$ cat config.mk
export PLATFORM = sky130hd
export DESIGN_NAME = register_cmd_responder_flat
export DESIGN_NICKNAME = d
export VERILOG_FILES = /design/src/rtl/register_cmd_pkg.sv /design/src/rtl/register_cmd_if.sv /design/src/rtl/register_cmd_regfile.sv /design/src/rtl/register_cmd_responder.sv /design/src/flat_wrapper.sv
export SDC_FILE = /design/constraint.sdc
export NUM_CORES = 1
export LEC_CHECK = 0
export CAP_MARGIN = 10
export CORE_MARGIN = 8
export CORE_UTILIZATION = 40
export CTS_CLUSTER_SIZE = 8
export DETAILED_ROUTE_END_ITERATION = 8
export PLACE_DENSITY = 0.62
export SYNTH_ARGS = -nofsm -noshare
export SYNTH_HDL_FRONTEND = slang
export SYNTH_HIERARCHICAL = 1
export SYNTH_SLANG_ARGS = --single-unit
$ cat constraint.sdc
create_clock -name register_clk -period 7.8 [get_ports register_clk]
set_input_delay 1.17 -clock register_clk [delete_from_list [all_inputs] [get_ports register_clk]]
set_output_delay 1.17 -clock register_clk [all_outputs]
set_load 0.03 [all_outputs]
$ cat src/rtl/register_cmd_pkg.sv
// register_cmd_pkg: shared types, field positions and status packing for the register command channel
package register_cmd_pkg;
  typedef enum logic [2:0] {
    OP_NOP, OP_WRITE, OP_READ, OP_SET, OP_CLR, OP_CLRALL, OP_RSV6, OP_RSV7
  } opcode_e;
  typedef enum logic [1:0] {RESP_OK, RESP_BAD_OP, RESP_BAD_ADDR, RESP_PARITY} resp_e;
  typedef enum logic [1:0] {IDLE, EXEC, RESP} state_e;
  localparam int CMD_TGL      = 31;
  localparam int CMD_OP_LSB   = 28;
  localparam int CMD_ADDR_LSB = 16;
  localparam int ST_BUSY      = 31;
  localparam int ST_DONE      = 30;
  localparam int ST_RESP_LSB  = 28;
  localparam int ST_CNT_LSB   = 24;
  function automatic logic [31:0] pack_status(input logic busy, input logic done, input resp_e resp,
                                              input logic [3:0] cnt, input logic [7:0] addr,
                                              input logic [15:0] rdata);
    return {busy, done, resp, cnt, addr, rdata};
  endfunction
endpackage

$ cat src/rtl/register_cmd_if.sv
// register_cmd_if: 32-bit command word in, 32-bit status word out
interface register_cmd_if;
  logic [31:0] register;
  logic [31:0] register_status;
  modport master(output register, input register_status);
  modport slave(input register, output register_status);
endinterface

$ cat src/rtl/register_cmd_regfile.sv
// register_cmd_regfile: DEPTH x 16 config bank with a single commit port and per-register write pulses
module register_cmd_regfile
  import register_cmd_pkg::*;
#(
  parameter int          DEPTH   = 16,
  parameter logic [15:0] RST_VAL = 16'h0000
) (
  input  logic                  clk,
  input  logic                  i_rst_n,
  input  logic                  i_commit,
  input  opcode_e               i_op,
  input  logic [7:0]            i_addr,
  input  logic [15:0]           i_wdata,
  output logic [15:0]           o_rdata,
  output logic [DEPTH*16-1:0]   o_regs,
  output logic [DEPTH-1:0]      o_wr_pulse
);
  logic [15:0] r_regs  [DEPTH];
  logic        r_pulse [DEPTH];
  for (genvar i = 0; i < DEPTH; i++) begin : g_reg
    logic w_hit;
    assign w_hit = i_commit && i_addr == 8'(i);
    always_ff @(posedge clk) begin
      if (!i_rst_n) begin
        r_regs[i]  <= RST_VAL;
        r_pulse[i] <= 1'b0;
      end else begin
        r_pulse[i] <= w_hit && i_op inside {OP_WRITE, OP_SET, OP_CLR};
        if (i_commit && i_op == OP_CLRALL) r_regs[i] <= RST_VAL;
        else if (w_hit)
          r_regs[i] <= i_op == OP_WRITE ? i_wdata :
                       i_op == OP_SET   ? r_regs[i] | i_wdata :
                       i_op == OP_CLR   ? r_regs[i] & ~i_wdata : r_regs[i];
      end
    end
    assign o_regs[16*i+:16] = r_regs[i];
    assign o_wr_pulse[i]    = r_pulse[i];
  end
  always_comb begin
    o_rdata = '0;
    for (int k = 0; k < DEPTH; k++) if (i_addr == 8'(k)) o_rdata = r_regs[k];
  end
endmodule

$ cat src/rtl/register_cmd_responder.sv
// register_cmd_responder: toggle-handshake command endpoint executing ops on a local config bank.
// Optional REGISTER_CMD_PARITY_EN makes bit 27 an even-parity bit over the whole command word.
module register_cmd_responder
  import register_cmd_pkg::*;
#(
  parameter int          DEPTH    = 16,
  parameter int          EXEC_LAT = 2,
  parameter logic [15:0] RST_VAL  = 16'h0000
) (
  input  logic                register_clk,
  input  logic                register_rst_n,
  register_cmd_if.slave       bus,
  output logic [DEPTH*16-1:0] cfg_regs,
  output logic [DEPTH-1:0]    cfg_wr_pulse
);
`ifdef REGISTER_CMD_PARITY_EN
  localparam logic PAR_EN = 1'b1;
`else
  localparam logic PAR_EN = 1'b0;
`endif
  state_e      r_state, w_next;
  logic [31:0] r_cmd_q, r_lat;
  logic        r_acc_tgl, r_par, r_busy, r_done;
  opcode_e     r_op;
  logic [7:0]  r_addr;
  logic [15:0] r_wdata, r_rdata, w_rf_rdata;
  resp_e       r_resp, w_resp;
  logic [3:0]  r_cnt;
  logic        w_accept, w_last, w_commit, w_bad_addr;
  always_ff @(posedge register_clk) begin
    if (!register_rst_n) r_state <= IDLE;
    else r_state <= w_next;
  end
  always_comb begin
    w_accept   = r_state == IDLE && r_cmd_q[CMD_TGL] != r_acc_tgl;
    w_last     = r_state == EXEC && r_lat == 32'(EXEC_LAT - 1);
    w_next     = w_accept ? EXEC : w_last ? RESP : r_state == RESP ? IDLE : r_state;
    w_bad_addr = {24'd0, r_addr} >= 32'(DEPTH);
    w_resp     = PAR_EN && r_par ? RESP_PARITY :
                 r_op inside {OP_RSV6, OP_RSV7} ? RESP_BAD_OP :
                 r_op inside {OP_WRITE, OP_READ, OP_SET, OP_CLR} && w_bad_addr ? RESP_BAD_ADDR : RESP_OK;
    w_commit   = w_last && w_resp == RESP_OK;
  end
  // Parity is reduced at accept so the full word need not be held through EXEC.
  always_ff @(posedge register_clk) begin
    if (!register_rst_n) begin
      r_cmd_q   <= '0;
      r_acc_tgl <= 1'b0;
      r_par     <= 1'b0;
      r_op      <= OP_NOP;
      r_addr    <= '0;
      r_wdata   <= '0;
      r_lat     <= '0;
      r_busy    <= 1'b0;
      r_done    <= 1'b0;
      r_resp    <= RESP_OK;
      r_cnt     <= '0;
      r_rdata   <= '0;
    end else begin
      r_cmd_q <= bus.register;
      if (w_accept) begin
        r_acc_tgl <= r_cmd_q[CMD_TGL];
        r_par     <= ^r_cmd_q;
        r_op      <= opcode_e'(r_cmd_q[CMD_OP_LSB+:3]);
        r_addr    <= r_cmd_q[CMD_ADDR_LSB+:8];
        r_wdata   <= r_cmd_q[15:0];
        r_lat     <= '0;
        r_busy    <= 1'b1;
      end
      if (r_state == EXEC) r_lat <= r_lat + 32'd1;
      if (r_state == RESP) begin
        r_busy  <= 1'b0;
        r_done  <= r_acc_tgl;
        r_resp  <= w_resp;
        r_cnt   <= r_cnt + 4'd1;
        r_rdata <= w_resp == RESP_OK && r_op == OP_READ ? w_rf_rdata : '0;
      end
    end
  end
  register_cmd_regfile #(.DEPTH(DEPTH), .RST_VAL(RST_VAL)) u_regfile (
    .clk        (register_clk),
    .i_rst_n    (register_rst_n),
    .i_commit   (w_commit),
    .i_op       (r_op),
    .i_addr     (r_addr),
    .i_wdata    (r_wdata),
    .o_rdata    (w_rf_rdata),
    .o_regs     (cfg_regs),
    .o_wr_pulse (cfg_wr_pulse)
  );
  assign bus.register_status = pack_status(r_busy, r_done, r_resp, r_cnt, r_addr, r_rdata);
endmodule

$ cat src/flat_wrapper.sv
// flat-port wrapper written by rule: the top's interface ports become plain ports
module register_cmd_responder_flat import register_cmd_pkg::*;
#(
  parameter int          DEPTH    = 16,
  parameter int          EXEC_LAT = 2,
  parameter logic [15:0] RST_VAL  = 16'h0000
)
  (register_clk, register_rst_n, cfg_regs, cfg_wr_pulse, bus_register, bus_register_status);
  register_cmd_if bus_i ();
  input  logic register_clk;
  input  logic register_rst_n;
  output logic [DEPTH*16-1:0] cfg_regs;
  output logic [DEPTH-1:0] cfg_wr_pulse;
  input wire logic [$bits(bus_i.register)-1:0] bus_register;
  output wire logic [$bits(bus_i.register_status)-1:0] bus_register_status;
  assign bus_i.register = bus_register;
  assign bus_register_status = bus_i.register_status;
  register_cmd_responder #(.DEPTH(DEPTH), .EXEC_LAT(EXEC_LAT), .RST_VAL(RST_VAL)) u_core (.register_clk(register_clk), .register_rst_n(register_rst_n), .bus(bus_i), .cfg_regs(cfg_regs), .cfg_wr_pulse(cfg_wr_pulse));
endmodule
Word-level counts from Yosys, hierarchy flattened
Memories as Yosys holds them, arrays and structs flattened.
Cells that the tools add are included.

operators by class
  $add $sub $neg = 2
  order comparisons = 1
  equal/unequal tests = 26
  muxes and demuxes = 189
  bitwise operators = 82
  reductions and logical operators = 49

operators with widths
  operator                 count
  $mux W16                 97
  $and A16 B16 Y16         16
  $or A16 B16 Y16          16
  $mux W1                  86
  $eq A8 B4 Y1 const B     8
  $mux W32                 2
  $or A1 B1 Y1             48
  $logic_and A1 B1 Y1      38
  $add A32 B1 Y32 const B  1
  $eq A32 B1 Y1 const B    1
  $eq A8 B3 Y1 const B     4
  $eq A8 B2 Y1 const B     2
  $not A16 Y16             1
  $eq A3 B3 Y1 const B     4
  $eq A8 B1 Y1 const B     1
  $ge A8 B5 Y1 const B     1
  $logic_not A8 Y1         1
  $mux W2                  4
  $eq A3 B2 Y1 const B     2
  $reduce_bool A2 Y1       3
  $reduce_bool A3 Y1       2
  $add A4 B1 Y4 const B    1
  $logic_not A2 Y1         2
  $reduce_bool A4 Y1       1
  6 further kinds          7

storage, ports and cells
  flip-flop bits (word level) = 118
  memory bits (writable) = 272
  input port bits = 34
  memories = 2

memory list
  memory                    depth  bits a word  read ports  clocked after Yosys merged registers in  write ports  RTL line                    source
  u_core.u_regfile.r_regs   16     16           16          0                                        16           register_cmd_regfile.sv:18  logic [15:0] r_regs [DEPTH];
  u_core.u_regfile.r_pulse  16     1            16          0                                        16           register_cmd_regfile.sv:19  logic r_pulse [DEPTH];

Depth between registers and ports, before layout
  depth in word-level cells = 18
  depth in mapped cells = 13
  depth with buffers taken out = 10

By module
The synthesis kept the hierarchy.

modules (own cells, without submodules)
  module                  instances  cells each  area each (um2)  seq. area each (um2)
  register_cmd_regfile    1          1372        14134.8          8007.7
  register_cmd_responder  1          490         4475.5           2282.2

Least setup slack after synthesis
No wires, ideal clock.

  kind = flip-flop to flip-flop
  start point = register u_core.r_lat[0]
  end point = memory u_core.u_regfile.r_regs[0][0], enable pin
  arrival = 3066 ps
  data required time = 7386 ps
  slack = 4319 ps
  cell stages (with the launch flop) = 9
  period minus slack after synthesis = 3481 ps
  path through = dfxtp_1 ha_1 nor4b_1 nand4_1 or2_2 nor3_1 o21ai_1 clkbuf_1 o31ai_1

RTL lines
  element                 RTL line                      source
  start, declared         register_cmd_responder.sv:22  logic [31:0] r_cmd_q, r_lat;
  start signal, assigned  register_cmd_responder.sv:70  if (r_state == EXEC) r_lat <= r_lat + 32'd1;
  end, declared           register_cmd_regfile.sv:18

==> impl_metrics.ini <==
[timing]
relSlewSlack_pct = 13.3
fin_tns_setup_ns = 0
fin_crit_ns = 4.44
min_period_over_period_pct = 56.9
timing.final.max_slew_violations = 0
hold_violations = 0
rsz0062_at_grt = false
max_freq_mhz = 225
tightestPinTransition_ns = 1.30
skew_ns = 0.0307
setup_viol = 0

[die]
coreArea_mm2 = 0.0463
fp.dieW_um = 232
fp.dieArea_mm2 = 0.0537
rows = 79
die_h_um = 232
initial_utilization_pct = 40.2
io_pins = 338

[logic_synthesis]
seq_area_frac_synth_pct = 55.3
yosysTopAreaCellShare_pct = 41.3
ys_ff_latch = 386
avgSynthCellArea_um2 = 9.99
synthArstFlopShare_pct = 0
yosysWarnings = 6
synth_nets = 1899
netlist_area_mm2 = 0.0186
synth.area.top_cells = edfxtp_1 (41%), dfxtp_1 (14%), nand2_1 (8.1%), a21oi_1 (7.8%), a21oi_2 (1.9%)
synth_enable_flop_cells = 256
synthFlopType = edfxtp_1
synth_cells = 1862
synth_cell_types = 82
synth_top_area_cell = edfxtp_1

[placement]
hpwlAfterDp_um = 53200
gp_congestion = 0.924
io_buffer_count = 333

[grt]
grt_pass1_wl_um = 110000
globalRouteOverflowTotal = 0
first_global_vias = 16100
grt_antenna_before_repair = 1
grt_max_degree = 65
track_usage_pct = 27.2

[cells_and_area]
drive_above_1_share_pct = 10.5
n_fill_cell = 4270
antenna_cells = 0
area_growth_pct = 28.8
fin_nets = 2181

[worst_setup_path]
critPathArrivalTime_ns = 4.84
critical_path_class = reg -> reg
worst_setup_path_start_kind = flop
max_stage_delay_ns = 1.03
end_kind = flop
crit_family = simple AND/OR/NAND/NOR gates
critPathSlowestCell = nand3_1
crit_path_cell_trace = ha_1 -> nor4b_1 -> nand4_1 -> or2_2 -> nor3_1 -> and3_1 -> nand3_1 -> a21oi_1
cp_max_fo = 16
worstPathRequired_ns = 8.20
path_buf_inv = 0

[clocking]
worstSkewPairLatency_ns = 0.60
cts_sinks = 386
postCtsSetupRepairBufs = 0
path_clk_slew_ns = 0.05
postCtsHoldBufs = 0
cts_root_buffer = clkbuf_16
cts_buffers = 54
post_cts_resized = 0
cts_tree = yes
cts_buffer_depth = 3
cts-htree-levels = 2

[power_and_ir_drop]
pwr-share-clk_pct = 42.7
seq_power_share_pct = 45.2
p_switching_w = 0.00137
power.density_cell_area_mw_per_mm2 = 213
irDropWorstVdd_mv = 0.139
power_frac_comb_pct = 12.1
swShare_pct = 26.8
total_power_w = 0.00511
p_int_w = 0.00374
power.leakage_nw = 8.32

[min_path]
hold_path_class = reg -> reg

[route]
ant_nets = 0
drc_errors = 0
first_iter_violations = 2477
drt_wl_total_um = 76400
dr.pass1.iters = 6
vias = 17000
wl_per_cell_um = 27.4
vias_per_cell = 6.08

[run]
drv_cap = 0

[outcome]
outcome = finished, final reports clean
synthesized netlist by cell type (11+ instances only):
cell / count
nand2_1: 401
a21oi_1: 289
edfxtp_1: 256
dfxtp_1: 130
clkbuf_1: 82
nor2_1: 81
o21ai_0: 43
a21oi_2: 40
buf_2: 39
and2_1: 37
mux2i_1: 32
mux2_2: 26
nor3_1: 25
nand3_1: 24
and3_1: 22
a22o_1: 18
nor2b_1: 18
o211ai_1: 17
inv_1: 15
nand4_1: 14
o221ai_1: 14
o22ai_1: 14
a22oi_1: 12
o2bb2ai_1: 12
nor4_1: 11
o31ai_1: 11
state kept, by name (all words and copies together) (netlist names):
signal and flops:
u_core/u_regfile/r_regs 256, u_core/r_lat 32, u_core/r_cmd_q 28, u_core/r_rdata 16, u_core/r_wdata 16, u_core/u_regfile/r_pulse 16
u_core/r_addr 8, u_core/r_cnt 4, u_core/r_op 3, u_core/r_resp 2, u_core/r_state 2, u_core/r_acc_tgl 1
u_core/r_busy 1, u_core/r_done 1
metal layers:
metal | GRT usage [%] | part of all wire (%)
met3 | 8.00 | 12
met1 | 34.2 | 37
met2 | 43.4 | 46
met5 | 0 | 0.017
met4 | 11.0 | 4.3
layout by cell type (no fill, tap or decap), types with 9 or more instances in the layout:
cell type	n
nor2b_1	16
o2bb2ai_1	12
nand2_1	401
o22ai_1	14
nor3_1	24
a22o_1	18
o21ai_0	36
a22oi_1	12
or4_1	9
o21a_1	9
clkdlybuf4s50_1	333
clkbuf_1	36
edfxtp_1	256
nor2_2	11
mux4_2	10
nand3_1	24
o221ai_1	14
nor2_1	80
clkbuf_16	55
mux2i_1	32
and3_1	22
a21oi_2	40
and2_1	37
nand4_1	14
o211ai_1	17
dfxtp_1	128
inv_1	15
a21oi_1	289
buf_4	35
mux2_2	26
nor4_1	10
cell type report:
| cell class | instances | area [µm²] | share of cell area (%) |
|---|---|---|---|
| multi-input cells | 1318 | 7710 | 32.2 |
| clock inverters | 2 | 13.8 | 0.0574 |
| clock buffers | 92 | 1530 | 6.36 |
| flip-flops and latches | 386 | 10300 | 43.0 |
| repair buffers | 368 | 3600 | 15.0 |
| inverters | 16 | 60.1 | 0.251 |
| well taps | 607 | 759 | 3.17 |
worst min-delay path, stage by stage (launching register included):
cell,delay (ns)
dfxtp_1,0.29
nand2_1,0.05
a21oi_1,0.05
final timing paths:
kind	cells after the start	slack, ns	to	start
setup / recovery	8	3.36	u_core/u_regfile/r_regs[1][126]	u_core/r_lat[0]
hold / removal	2	0.42	u_core/r_addr[0]	u_core/r_cmd_q[16]
setup reg to reg	8	3.36	u_core/u_regfile/r_regs[1][126]	u_core/r_lat[0]
hold reg to reg	2	0.42	u_core/r_addr[0]	u_core/r_cmd_q[16]
kinds of logic after synthesis:
kind of cell | after synthesis | synth area share [%]
simple gates | 705 | 17.9
compound gates | 534 | 17.8
flops | 386 | 55.3
buf+inv | 158 | 3.91
mux | 69 | 4.57
xor+xnor | 7 | 0.329
fa+ha+maj | 3 | 0.202
power by group through the flow:
stage | registers [W] | logic (W) | clock network (W)
global placement | 0.00235 | 0.000602 | 0
finish | 0.00231 | 0.000618 | 0.00218
floorplan | 0.00242 | 0.000261 | 0
global route | 0.00232 | 0.000645 | 0.00229
CTS | 0.00231 | 0.000608 | 0.00221
detailed placement | 0.00235 | 0.000606 | 0
through the flow:
| step | hold WS (ns) | utilization, % | setup slack [ns] | cell area, µm² | cells |
|---|---|---|---|---|---|
| after floorplan | 0.415 | - | 4.32 | 18600 | 1862 |
| after global placement | 0.413 | 48.5 | 3.35 | 22400 | 2695 |
| after detailed placement | 0.416 | 48.5 | 3.30 | 22400 | 2695 |
| after CTS | 0.423 | 51.8 | 3.47 | 24000 | 2789 |
| after global routing | 0.444 | 51.8 | 3.22 | 24000 | 2789 |
| final | 0.424 | 51.8 | 3.36 | 24000 | 2789 |
Note: power is estimated with default switching activity, not from simulation.
